--- src/rtl/sd_emmc_sdma_engine.sv ---
// sd_emmc_sdma_engine: moves whole blocks between the card data FIFOs and
// system memory. On the card->memory side a one-word output register feeds the
// memory write port. On the memory->card side at most one read is outstanding.
// The transfer stops at each SDMA buffer boundary until software reloads the
// system address.
//
// state   | meaning
// --------+------------------------------------------------------------
// IDLE    | waiting for start
// WR_RUN  | card->memory: pop rx FIFO, present memory writes
// RD_REQ  | memory->card: issue one read once the tx FIFO has room
// RD_WAIT | memory->card: wait for the read response, push it into tx
// BOUND   | stopped at a buffer boundary, waiting for sys_addr_load
// DONE    | last block finished, emit xfer_done
module sd_emmc_sdma_engine #(
  parameter int DATA_W   = 32,
  parameter int ADDR_W   = 32,
  parameter int BLKCNT_W = 16,
  parameter int BLKSZ_W  = 12
) (
  input  logic                clock,
  input  logic                reset,
  input  logic                start,
  input  logic                dir,
  input  logic                abort,
  input  logic [ADDR_W-1:0]   sys_addr,
  input  logic                sys_addr_load,
  input  logic [2:0]          buf_boundary,
  input  logic [BLKCNT_W-1:0] block_count,
  input  logic [BLKSZ_W-1:0]  block_size,
  input  logic [DATA_W-1:0]   rx_data,
  input  logic                rx_empty,
  output logic                rx_rd,
  output logic [DATA_W-1:0]   tx_data,
  input  logic                tx_full,
  output logic                tx_wr,
  output logic [ADDR_W-1:0]   m_wr_addr,
  output logic [DATA_W-1:0]   m_wr_data,
  output logic                m_wr_valid,
  input  logic                m_wr_ready,
  output logic [ADDR_W-1:0]   m_rd_addr,
  output logic                m_rd_valid,
  input  logic                m_rd_ready,
  input  logic [DATA_W-1:0]   m_rd_data,
  input  logic                m_rd_rvalid,
  output logic                busy,
  output logic                dma_int,
  output logic                xfer_done,
  output logic [BLKCNT_W-1:0] blocks_done
);

  localparam int BYTES = DATA_W / 8;
  localparam int BSH   = $clog2(BYTES);

  typedef enum logic [2:0] {
    S_IDLE,
    S_WR_RUN,
    S_RD_REQ,
    S_RD_WAIT,
    S_BOUND,
    S_DONE
  } state_t;

  state_t              state;
  logic [ADDR_W-1:0]   cur_addr;
  logic [BLKSZ_W-1:0]  word_cnt;
  logic [BLKSZ_W-1:0]  words_per_blk;
  logic [BLKCNT_W-1:0] blk_total;
  logic [2:0]          bound_sel;
  logic                dir_lat;

  logic                wr_drain;
  logic                word_done;
  logic [ADDR_W-1:0]   addr_next;
  logic                word_last;
  logic                blk_last;
  logic                done_now;
  logic                bound_now;
  logic [ADDR_W-1:0]   bound_mask;

  // Boundary mask: low (12 + buf_boundary) address bits must be zero at a stop.
  always_comb begin
    bound_mask = '0;
    for (int i = 0; i < ADDR_W; i++) begin
      bound_mask[i] = (i < 12 + int'(bound_sel));
    end
  end

  // Word completion, block/transfer end and boundary detection.
  always_comb begin
    wr_drain  = m_wr_valid & m_wr_ready;
    word_done = ((state == S_WR_RUN) & wr_drain) |
                ((state == S_RD_WAIT) & m_rd_rvalid);
    addr_next = cur_addr + ADDR_W'(BYTES);
    word_last = ((word_cnt + BLKSZ_W'(1)) == words_per_blk);
    blk_last  = word_last && ((blocks_done + BLKCNT_W'(1)) == blk_total);
    done_now  = word_done & blk_last;
    bound_now = word_done & ~blk_last & ((addr_next & bound_mask) == '0);
  end

  // rx pop: fill the output register when it is empty, or refill it while it
  // drains unless that drain ends the transfer or hits a boundary.
  always_comb begin
    rx_rd = (state == S_WR_RUN) & ~abort & ~rx_empty &
            (~m_wr_valid | (wr_drain & ~done_now & ~bound_now));
  end

  // Main controller: state, address/count tracking and registered outputs.
  always_ff @(posedge clock) begin
    if (!reset) begin
      state         <= S_IDLE;
      cur_addr      <= '0;
      word_cnt      <= '0;
      words_per_blk <= '0;
      blk_total     <= '0;
      bound_sel     <= '0;
      dir_lat       <= 1'b0;
      tx_data       <= '0;
      tx_wr         <= 1'b0;
      m_wr_addr     <= '0;
      m_wr_data     <= '0;
      m_wr_valid    <= 1'b0;
      m_rd_addr     <= '0;
      m_rd_valid    <= 1'b0;
      busy          <= 1'b0;
      dma_int       <= 1'b0;
      xfer_done     <= 1'b0;
      blocks_done   <= '0;
    end else begin
      dma_int   <= 1'b0;
      xfer_done <= 1'b0;
      tx_wr     <= 1'b0;
      if (abort && state != S_IDLE) begin
        // In-flight memory handshakes are simply dropped.
        state      <= S_IDLE;
        m_wr_valid <= 1'b0;
        m_rd_valid <= 1'b0;
        busy       <= 1'b0;
      end else begin
        case (state)
          S_IDLE: begin
            busy <= 1'b0;
            if (start) begin
              cur_addr      <= sys_addr;
              blocks_done   <= '0;
              word_cnt      <= '0;
              words_per_blk <= block_size >> BSH;
              blk_total     <= block_count;
              bound_sel     <= buf_boundary;
              dir_lat       <= dir;
              busy          <= 1'b1;
              if (block_count == '0) begin
                state <= S_DONE;
              end else if (dir) begin
                state <= S_WR_RUN;
              end else begin
                state <= S_RD_REQ;
              end
            end
          end
          S_WR_RUN: begin
            if (rx_rd) begin
              // A word loaded while the previous one drains goes to the next address.
              m_wr_valid <= 1'b1;
              m_wr_addr  <= wr_drain ? addr_next : cur_addr;
              m_wr_data  <= rx_data;
            end else if (wr_drain) begin
              m_wr_valid <= 1'b0;
            end
            if (done_now) begin
              state <= S_DONE;
            end else if (bound_now) begin
              state   <= S_BOUND;
              dma_int <= 1'b1;
            end
          end
          S_RD_REQ: begin
            if (m_rd_valid) begin
              if (m_rd_ready) begin
                m_rd_valid <= 1'b0;
                state      <= S_RD_WAIT;
              end
            end else if (!tx_full) begin
              m_rd_valid <= 1'b1;
              m_rd_addr  <= cur_addr;
            end
          end
          S_RD_WAIT: begin
            if (m_rd_rvalid) begin
              tx_wr   <= 1'b1;
              tx_data <= m_rd_data;
              if (done_now) begin
                state <= S_DONE;
              end else if (bound_now) begin
                state   <= S_BOUND;
                dma_int <= 1'b1;
              end else begin
                state <= S_RD_REQ;
              end
            end
          end
          S_BOUND: begin
            if (sys_addr_load) begin
              cur_addr <= sys_addr;
              state    <= dir_lat ? S_WR_RUN : S_RD_REQ;
            end
          end
          S_DONE: begin
            // busy stays high for this cycle and drops once back in IDLE.
            xfer_done <= 1'b1;
            state     <= S_IDLE;
          end
          default: begin
            state <= S_IDLE;
          end
        endcase

        if (word_done) begin
          cur_addr <= addr_next;
          if (word_last) begin
            word_cnt    <= '0;
            blocks_done <= blocks_done + BLKCNT_W'(1);
          end else begin
            word_cnt <= word_cnt + BLKSZ_W'(1);
          end
        end
      end
    end
  end

endmodule

--- config.mk ---
export PLATFORM = sky130hd
export DESIGN_NAME = sd_emmc_sdma_engine
export DESIGN_NICKNAME = d
export VERILOG_FILES = /design/src/rtl/sd_emmc_sdma_engine.sv
export SDC_FILE = /design/constraint.sdc
export NUM_CORES = 1
export LEC_CHECK = 0
export ABC_AREA = 1
export BUFFER_PORTS_ARGS = -buffer_cell sky130_fd_sc_hd__buf_2
export CELL_PAD_IN_SITES_DETAIL_PLACEMENT = 1
export CELL_PAD_IN_SITES_GLOBAL_PLACEMENT = 1
export CORE_MARGIN = 2
export CORE_UTILIZATION = 34
export CTS_CLUSTER_DIAMETER = 80
export DETAILED_ROUTE_END_ITERATION = 7
export PLACE_DENSITY_LB_ADDON = 0.1
export SLEW_MARGIN = 0
export SYNTH_ARGS = -nofsm -noshare
export SYNTH_HDL_FRONTEND = slang
export SYNTH_SLANG_ARGS = --single-unit
--- constraint.sdc ---
create_clock -name clock -period 2.8 [get_ports clock]
set_clock_uncertainty 0.1 [all_clocks]
set_input_delay 0.42 -clock clock [delete_from_list [all_inputs] [get_ports clock]]
set_output_delay 0.42 -clock clock [all_outputs]
set_load 0.005 [all_outputs]
Word level (Yosys, flattened, before mapping)
Cells that the tools add are included.
W data, S select, Z words.
Cells by class
  $add $sub $neg: 4
  magnitude comparators: 32
  equality and inequality tests: 15
  multiplexer cells: 38
  bitwise gates (word level): 25
  reduce and logical (&&, ||, !) cells: 20
Operators by type and width (count)
  $lt A6 B32 Y1 const A: 15
  $lt A5 B32 Y1 const A: 8
  $lt A4 B32 Y1 const A: 4
  $mux W32: 4
  $lt A3 B32 Y1 const A: 2
  $mux W16: 4
  $pmux W32 S2: 1
  $mux W12: 4
  $add A32 B3 Y32 const B: 1
  $and A32 B32 Y32: 1
  $logic_not A32 Y1: 1
  $lt A1 B32 Y1 const A: 1
  $lt A2 B32 Y1 const A: 1
  $mux W3: 10
  $add A16 B1 Y16 const B: 1
  $eq A16 B16 Y1: 1
  $logic_not A16 Y1: 1
  $pmux W3 S5: 1
  $add A12 B1 Y12 const B: 1
  $eq A12 B10 Y1: 1
  $reduce_and A3 Y1: 4
  $and A1 B1 Y1: 11
  $mux W1: 11
  $not A1 Y1: 11
  19 further kinds: 34
Word-level totals
  register bits after elaboration: 227
  bits of input ports: 138
  output and inout bits: 151
  logic and storage cells: 152

Depth between registers and ports, before layout
Gate-level depths: netlist of the first run.
  depth after elaboration: 12
  depth in mapped cells: 21
  mapped depth without buffers: 20

Worst setup path before layout of the first run
No wires, ideal clock.
  path type: reg2out
  from: reg blocks_done[0]
  to: out rx_rd
  data arrival time: 2233 ps
  data required time: 2280 ps
  slack: 47 ps
  cell stages (with the launch flop): 19
  path buffers: 1
  path through: dfxtp_1 ha_1 nand2_1 nor2_2 nand2_1 nand2_1 nand2_1 nand2_1 nand2_1 nor2_1 nand3_1 nor2_1 nand3_1 nand2_2 nand3_2 nand2_4 nand2_4 buf_2 inv_1
Between the ends
  word-level cells in the longest chain between the ends: 10
  elaborated cells between the ends (all ways): 13
  those cells by class: add/sub: 1; eq/ne: 1; bitwise: 10; reduce/logical: 1
RTL lines
  start, declared: RTL line 49  | output logic [BLKCNT_W-1:0] blocks_done
  start signal, assigned: RTL line 222  | blocks_done <= blocks_done + BLKCNT_W'(1);
  $add A16 B1 Y16 (*): RTL line 96  | blk_last = word_last && ((blocks_done + BLKCNT_W'(1)) == blk_total);
  $eq A16 B16 Y1 (*): RTL line 96
  $logic_and A1 B1 Y1 (*): RTL line 96
  $not A1 Y1: RTL line 98  | bound_now = word_done & ~blk_last & ((addr_next & bound_mask) == '0);
  $and A1 B1 Y1 (2 in series): RTL line 98
  $not A1 Y1: RTL line 105  | (~m_wr_valid | (wr_drain & ~done_now & ~bound_now));
  $and A1 B1 Y1 (*): RTL line 105
  $or A1 B1 Y1 (*): RTL line 105
  $and A1 B1 Y1 (*): RTL line 104  | rx_rd = (state == S_WR_RUN) & ~abort & ~rx_empty &
  end, declared: RTL line 33  | output logic rx_rd,
Mark *: on every way between the ends. The rest lies on a longest branch, timed or not.

Worst setup path after layout of the first run
  from: reg cur_addr[2]
  to: out rx_rd
Between the ends
  word-level cells in the longest chain between the ends: 8
RTL lines
  start, declared: RTL line 65  | logic [ADDR_W-1:0] cur_addr;
  start signal, assigned: RTL line 144  | cur_addr <= sys_addr;
  start signal, assigned: RTL line 204  | cur_addr <= sys_addr;
  start signal, assigned: RTL line 219  | cur_addr <= addr_next;
  $add A32 B3 Y32: RTL line 94  | addr_next = cur_addr + ADDR_W'(BYTES);
  $and A32 B32 Y32: RTL line 98
  $logic_not A32 Y1: RTL line 98
  $and A1 B1 Y1: RTL line 98
  $not A1 Y1: RTL line 105
  $and A1 B1 Y1: RTL line 105
  $or A1 B1 Y1: RTL line 105
  $and A1 B1 Y1: RTL line 104
No other way between the ends.

==> flow_metrics.tcl, run 1 <==
set metrics [dict create \
    drv_slew 0 \
    antenna_found_initial 6 \
    yosys.cell_types.count 39 \
    violations "setup timing" \
    root_buffer "clkbuf_16" \
    syn_area_sq_um 11600 \
    async_flop_share_pct 0 \
    cp-end-kind "output pin" \
    final_nets 2221 \
    syn_nets 1872 \
    design_area_sq_um 15800 \
    rsz0062_at_grt "true" \
    min_from "block_count[0]" \
    io_buffers 286 \
    r2r_end "blocks_done[15]" \
    synth_most_common_cell "nand2_1" \
    switching_power_mw 4.56 \
    first_pass_iters 5 \
    fp.dieH_um 189 \
    grt.total_usage_pct 23.7 \
    final_hold_viol_count 0 \
    fin_crit_ns 3.18 \
    coreArea_sq_um 33500 \
    holdWs_ns 0.0424 \
    worstPathCellList "ha_2 -> inv_2 -> nand4_1 -> or2_4 -> nor2_4 -> nand2_2 -> nor2_4 -> nand4_1 -> nor2_1 -> nand2_2 -> nand3_4 -> nand2_4 -> nand2_4 -> inv_2 -> buf_6" \
    yosys-top-cells-count "nand2_1, dfxtp_1, a21oi_1" \
    hold_buffers 0 \
    max_stage_delay_ns 0.35 \
    gr-total-overflow 0 \
    hpwl_um 31200 \
    die_w_um 189 \
    grt_pass1_wl_um 68400 \
    via_per_inst 5.04 \
    ys_warn_count 0 \
    internal_power_mw 7.88 \
    cts_buffer_depth 3 \
    timing.rr.start "blocks_done[0]" \
    grt_pass1_vias 12960 \
    htreeDepth 1 \
    max_freq_ghz 0.315 \
    use_met3_pct 3.09 \
    min_to "blk_total[0]" \
    whs_path_depth 3 \
    start_kind "flop" \
    p_sw_share_pct 36.7 \
    fin_total_pwr_mw 12.4 \
    drt-wirelength-per-cell_um 17.2 \
    p_per_area_nw_per_um2 787 \
    clk_pin_slew_ns 0.07 \
    finalSetupViolCount 2 \
    fin_ws_ns -0.379 \
    p_seq_share_pct 33.8 \
    final_antenna_net_count 0 \
    synth_seq_cells 227 \
    avgSynthCellArea_sq_um 6.70 \
    grt-busiest-layer "met2" \
    crit_family "simple AND/OR/NAND/NOR gates" \
    wirelength_um 43800 \
    worst_path_max_delay_cell "dfxtp_2" \
    insertion_delay_ns 0.55 \
    min_path_type "input pin to flop" \
    globalplace.congestion 0.848 \
    utilization_pct 47.2 \
    rows 67 \
    grt_max_degree 99 \
    arrival_ns 2.66 \
    reg2reg_slack_ns -0.36 \
    fin_crit_sh_pct 114 \
    dpl_cell_area_sq_um 14000 \
    r2r_cells 22 \
    stdcell_count 2553 \
    cts.sink_count 227 \
    synth_ff_type "dfxtp_1" \
    grt.met1_usage_pct 29.0 \
    initial_core_util_pct 34.6 \
    worstPathBufferInverterCount 3 \
    synth_top_cell_area_share_pct 39.2 \
    pin_count 289 \
    critPathRequiredTime_ns 2.28 \
    syn_to_final_growth_pct 36.4 \
    dieArea_sq_um 35600 \
    synth_sequential_area_ratio_pct 39.2 \
    place_inst 2466 \
    dp_slack_ns 0.00836 \
    grt_use_met2_pct 42.4 \
    yosysTopAreaCell "dfxtp_1" \
    final.setup.tns_ns -0.741 \
    slew_headroom_pct 36.2 \
    layout-drive-gt1-share_pct 30.2 \
    power_leakage_nw 7.16 \
    netlist_instances 1731 \
    combPwrFrac_pct 34.2 \
    synth_edf_count 0 \
    drtIter0Drc 511 \
    num_vias 12856 \
    worst_pin_slew_ns 0.953 \
    p_clk_share_pct 32.0 \
    maxCapViolations 0 \
    drc_errors 0 \
    max-vdd-ir-drop_mv 0.544 \
    status "finished with violations" \
    yosys-top-cells-area "dfxtp_1, nand2_1, a21oi_1" \
    cts_buffers 27 \
    critical_path_class "flop to output pin" \
    cts_tree "done" \
    cp_max_fo 2 \
]
## layout by cell type, fill, tap and decap left out, types with 26 or more instances in the layout
| cell type | n |
|---|---|
| buf_4 | 111 |
| nor2_1 | 163 |
| o21ai_0 | 118 |
| clkbuf_16 | 27 |
| nand2_2 | 40 |
| buf_2 | 284 |
| nand3b_1 | 38 |
| inv_1 | 145 |
| nand4_1 | 26 |
| dfxtp_1 | 206 |
| nand2_1 | 366 |
| nand3_1 | 131 |
| a21oi_1 | 192 |
## sequential cells by signal, summed over array words and instances, names as in the netlist, 10 cells and up
register	count
blk_total	16
blocks_done	16
cur_addr	32
m_rd_addr	32
m_wr_addr	32
m_wr_data	32
tx_data	32
word_cnt	12
words_per_blk	10
## power by group through the flow
stage	Combinational (mW)	Clock, mW	Sequential, mW
2_1_floorplan	2.32	0	4.16
3_3_place_gp	3.73	0	4.21
3_5_place_dp	3.83	0	4.22
4_1_cts	4.03	4.08	4.17
5_1_grt	4.74	4.20	4.27
6_report	4.25	3.98	4.21
## layer usage
| layer | wire [um] | part of all wire, % | vias to the layer above |
|---|---|---|---|
| met1 | 18700 | 43 | 6120 |
| met3 | 1740 | 4.0 | 77 |
| met4 | 1440 | 3.3 | 2 |
| met5 | 13 | 0.030 | - |
| li1 | - | - | 6406 |
| met2 | 21900 | 50 | 251 |
## layout make-up
class / count / area [sq um]
fillers: 4393 / 17700
clock buffers: 36 / 779
flip-flops and latches: 227 / 4580
multi-input cells: 1252 / 6490
well taps: 448 / 561
inverters: 157 / 593
diodes: 5 / 12.5
repair buffers: 414 / 2560
clock inverters: 13 / 225
repair inverters: 1 / 7.51
## kinds of logic (layout without fill, tap and decap cells)
family	count (synthesis)	count (layout)	share of synthesized area, %
DFF	227	227	39.2
and+or+nand+nor	851	851	32.4
buffers and inverters	252	621	8.85
other	0	5	0
AOI/OAI and AO/OA	378	378	17.7
adders and majority gates	3	3	0.324
xor gates and xnor gates	20	20	1.51
## timing repair
item,in CTS,in global routing
cloned,1,1
setup endpoints to repair,7,94
gates resized for setup,68,93
setup buffers,22,11
pin swaps,30,32
## worst max path at each step
stage	to	startpoint	cells after the start	slack, ns
after floorplan	rx_rd	blocks_done[0]	18	0.05
after global placement	m_wr_addr[0]	blocks_done[0]	19	0.07
after detailed placement	m_wr_data[9]	blocks_done[0]	18	0.008
after CTS	rx_rd	blocks_done[1]	19	-0.41
after global routing	rx_rd	cur_addr[9]	17	-0.50
final	rx_rd	cur_addr[2]	15	-0.38
## worst reg2reg max path: cells and delay by family (launching register included)
family / cells / cell delay, ns
simple gates: 3 / 0.29
flops: 1 / 0.36
compound gates: 4 / 0.55
buf+inv: 15 / 1.78
Power figures use the tool's default switching activity.
==> inputs of run 2 (changes only) <==
- CORE_MARGIN: 2 -> default
==> run 2 against run 1 <==
The run still ends with setup timing left. Core utilization is 1.0 points higher. Total power is 0.27% higher. Design area is 2.1% higher. Sequential power hardly changed. Sequential cell count stayed put. Critical path depth is 4 higher. Worst hold slack worse by 0.015 ns. Register-to-register slack better by 0.02 ns. Setup slack better by 0.016 ns. First-iteration DRC count is 13% higher. Non-clock buffer count is 24 higher. Largest power group unchanged. Highest routed layer unchanged.
==> flow_metrics.tcl, run 2 (synthesis gave the netlist of run 1 again) <==
set metrics [dict create \
    insertion_delay_ns 0.56 \
    first_pass_iters 5 \
    violations "setup timing" \
    critPathRequiredTime_ns 2.28 \
    cts_buffers 28 \
    max-vdd-ir-drop_mv 0.478 \
    root_buffer "clkbuf_16" \
    drtIter0Drc 578 \
    htreeDepth 1 \
    syn_to_final_growth_pct 39.2 \
    antenna_found_initial 7 \
    fin_total_pwr_mw 12.5 \
    cts_tree "done" \
    via_per_inst 5.05 \
    power_leakage_nw 7.40 \
    fill_cells 4341 \
    min_path_type "input pin to flop" \
    layout_common_cells "nand2_1, buf_2, dfxtp_1, a21oi_1, nor2_1" \
    slew_headroom_pct 56.7 \
    fp.dieH_um 187 \
    final.setup.tns_ns -2.36 \
    final_antenna_net_count 0 \
    fin_ws_ns -0.362 \
    cp-end-kind "output pin" \
    finalSetupViolCount 37 \
    critical_path_class "flop to output pin" \
    final_hold_viol_count 0 \
    utilization_pct 48.1 \
    dieArea_sq_um 34800 \
    final_nets 2246 \
    worstPathCellList "ha_4 -> nand2_2 -> nor2_2 -> buf_6 -> nand3_2 -> nand2_2 -> buf_4 -> nand3_1 -> nand2_4 -> nor2_4 -> nand2_2 -> nor2_4 -> nand3_2 -> nand2_2 -> nand3_2 -> nand2_4 -> nand2_8 -> inv_2 -> buf_6" \
    grt.total_usage_pct 24.8 \
    design_area_sq_um 16100 \
    gr-total-overflow 0 \
    initial_core_util_pct 34.6 \
    coreArea_sq_um 33500 \
    die_w_um 187 \
    layout-drive-gt1-share_pct 31.5 \
    cpMostUsedCell "nand2_2" \
    globalplace.congestion 0.847 \
    worst_pin_slew_ns 0.649 \
    pin_count 289 \
    dpl_cell_area_sq_um 14200 \
    whs_path_depth 3 \
    drv_slew 0 \
    max_freq_ghz 0.316 \
    fin_crit_sh_pct 113 \
    seqCellArea_sq_um 4580 \
    arrival_ns 2.64 \
    layout_commonest_cell "nand2_1" \
    cts.sink_count 227 \
    hpwl_um 30700 \
    io_buffers 286 \
    drt-wirelength-per-cell_um 17.3 \
    maxCapViolations 0 \
    rows 67 \
    multi_input_area_sq_um 6550 \
    fin_crit_ns 3.16 \
    rsz0062_at_grt "true" \
    drc_errors 0 \
    grt_max_degree 113 \
    status "finished with violations" \
    p_per_area_nw_per_um2 773 \
    max_stage_delay_ns 0.35 \
    clk_pin_slew_ns 0.06 \
    num_vias 13025 \
    grt_pass1_vias 13365 \
    start_kind "flop" \
    cts_buffer_depth 3 \
    cp_max_fo 7 \
    wirelength_um 44600 \
    worst_path_max_delay_cell "dfxtp_4" \
    r2r_cells 24 \
    grt_pass1_wl_um 70400 \
]
## run 2: changes by cell type in the layout (fill, tap and decap cells not counted), sizes merged
cell / before / now
buf: 414 / 435
clkinv: 9 / 14
clkinvlp: 3 / 0
clkbuf: 36 / 38
bufbuf: 0 / 1
bufinv: 6 / 5
diode: 5 / 6
dlygate4sd3: 0 / 1
nor2: 203 / 204
## run 2: layout make-up
| cell class | count | area share [%] |
|---|---|---|
| timing repair buffer | 438 | 17.6 |
| clock inverter | 15 | 1.31 |
| antenna | 6 | 0.0930 |
| sequential | 227 | 28.3 |
| multi-input combinational | 1253 | 40.6 |
| tap | 448 | 3.47 |
| inverter | 157 | 3.67 |
| clock buffer | 37 | 4.92 |
## run 2: timing repair
action,CTS,global route
setup buffers,38,9
pin swaps,34,41
cloned,3,1
hold endpoints to repair,1,0
gates resized for setup,88,91
hold buffers,1,0
setup endpoints to repair,47,95
## run 2: path summary, 6_finish.rpt
| kind | to | slack [ns] | startpoint |
|---|---|---|---|
| setup / recovery | rx_rd | -0.36 | blocks_done[0] |
| hold / removal | words_per_blk[0] | 0.03 | block_size[2] |
| setup reg to reg | blocks_done[10] | -0.34 | blocks_done[0] |
| hold reg to reg | tx_data[18] | 0.36 | tx_data[18] |
## run 2: power by group
part           internal (mW)  switching [mW]  leakage, nW
combinational           1.69            2.63         5.03
sequential              3.78           0.426         1.86
clock                   2.45            1.50        0.505
total                   7.92            4.56         7.40
## run 2: worst max-delay path: cells and delay by family, from the launching register on
| kind | cells | cell delay, ns |
|---|---|---|
| flip-flops | 1 | 0.35 |
| buffers and inverters | 4 | 0.41 |
| AND/OR/NAND/NOR | 14 | 1.13 |
| adder cells (fa/ha/maj) | 1 | 0.17 |
## run 2: metal layers
| layer | vias up | wire length (um) | global-route usage [%] | part of all wire (%) |
|---|---|---|---|---|
| met5 | - | 8 | 0 | 0.018 |
| met4 | 2 | 1500 | 9.77 | 3.4 |
| met3 | 92 | 1690 | 3.57 | 3.8 |
| met2 | 259 | 22000 | 43.6 | 49 |
| met1 | 6218 | 19400 | 30.4 | 44 |
| li1 | 6454 | - | - | - |
## run 2: metrics by stage
step | setup slack [ns] | hold WS, ns | cells
floorplan | 0.0475 | 0.344 | 1731
global placement | 0.00502 | 0.346 | 2479
detailed placement | -0.0657 | 0.349 | 2479
CTS | -0.392 | 0.00648 | 2572
global route | -0.503 | 0.0291 | 2578
finish | -0.362 | 0.0276 | 2581
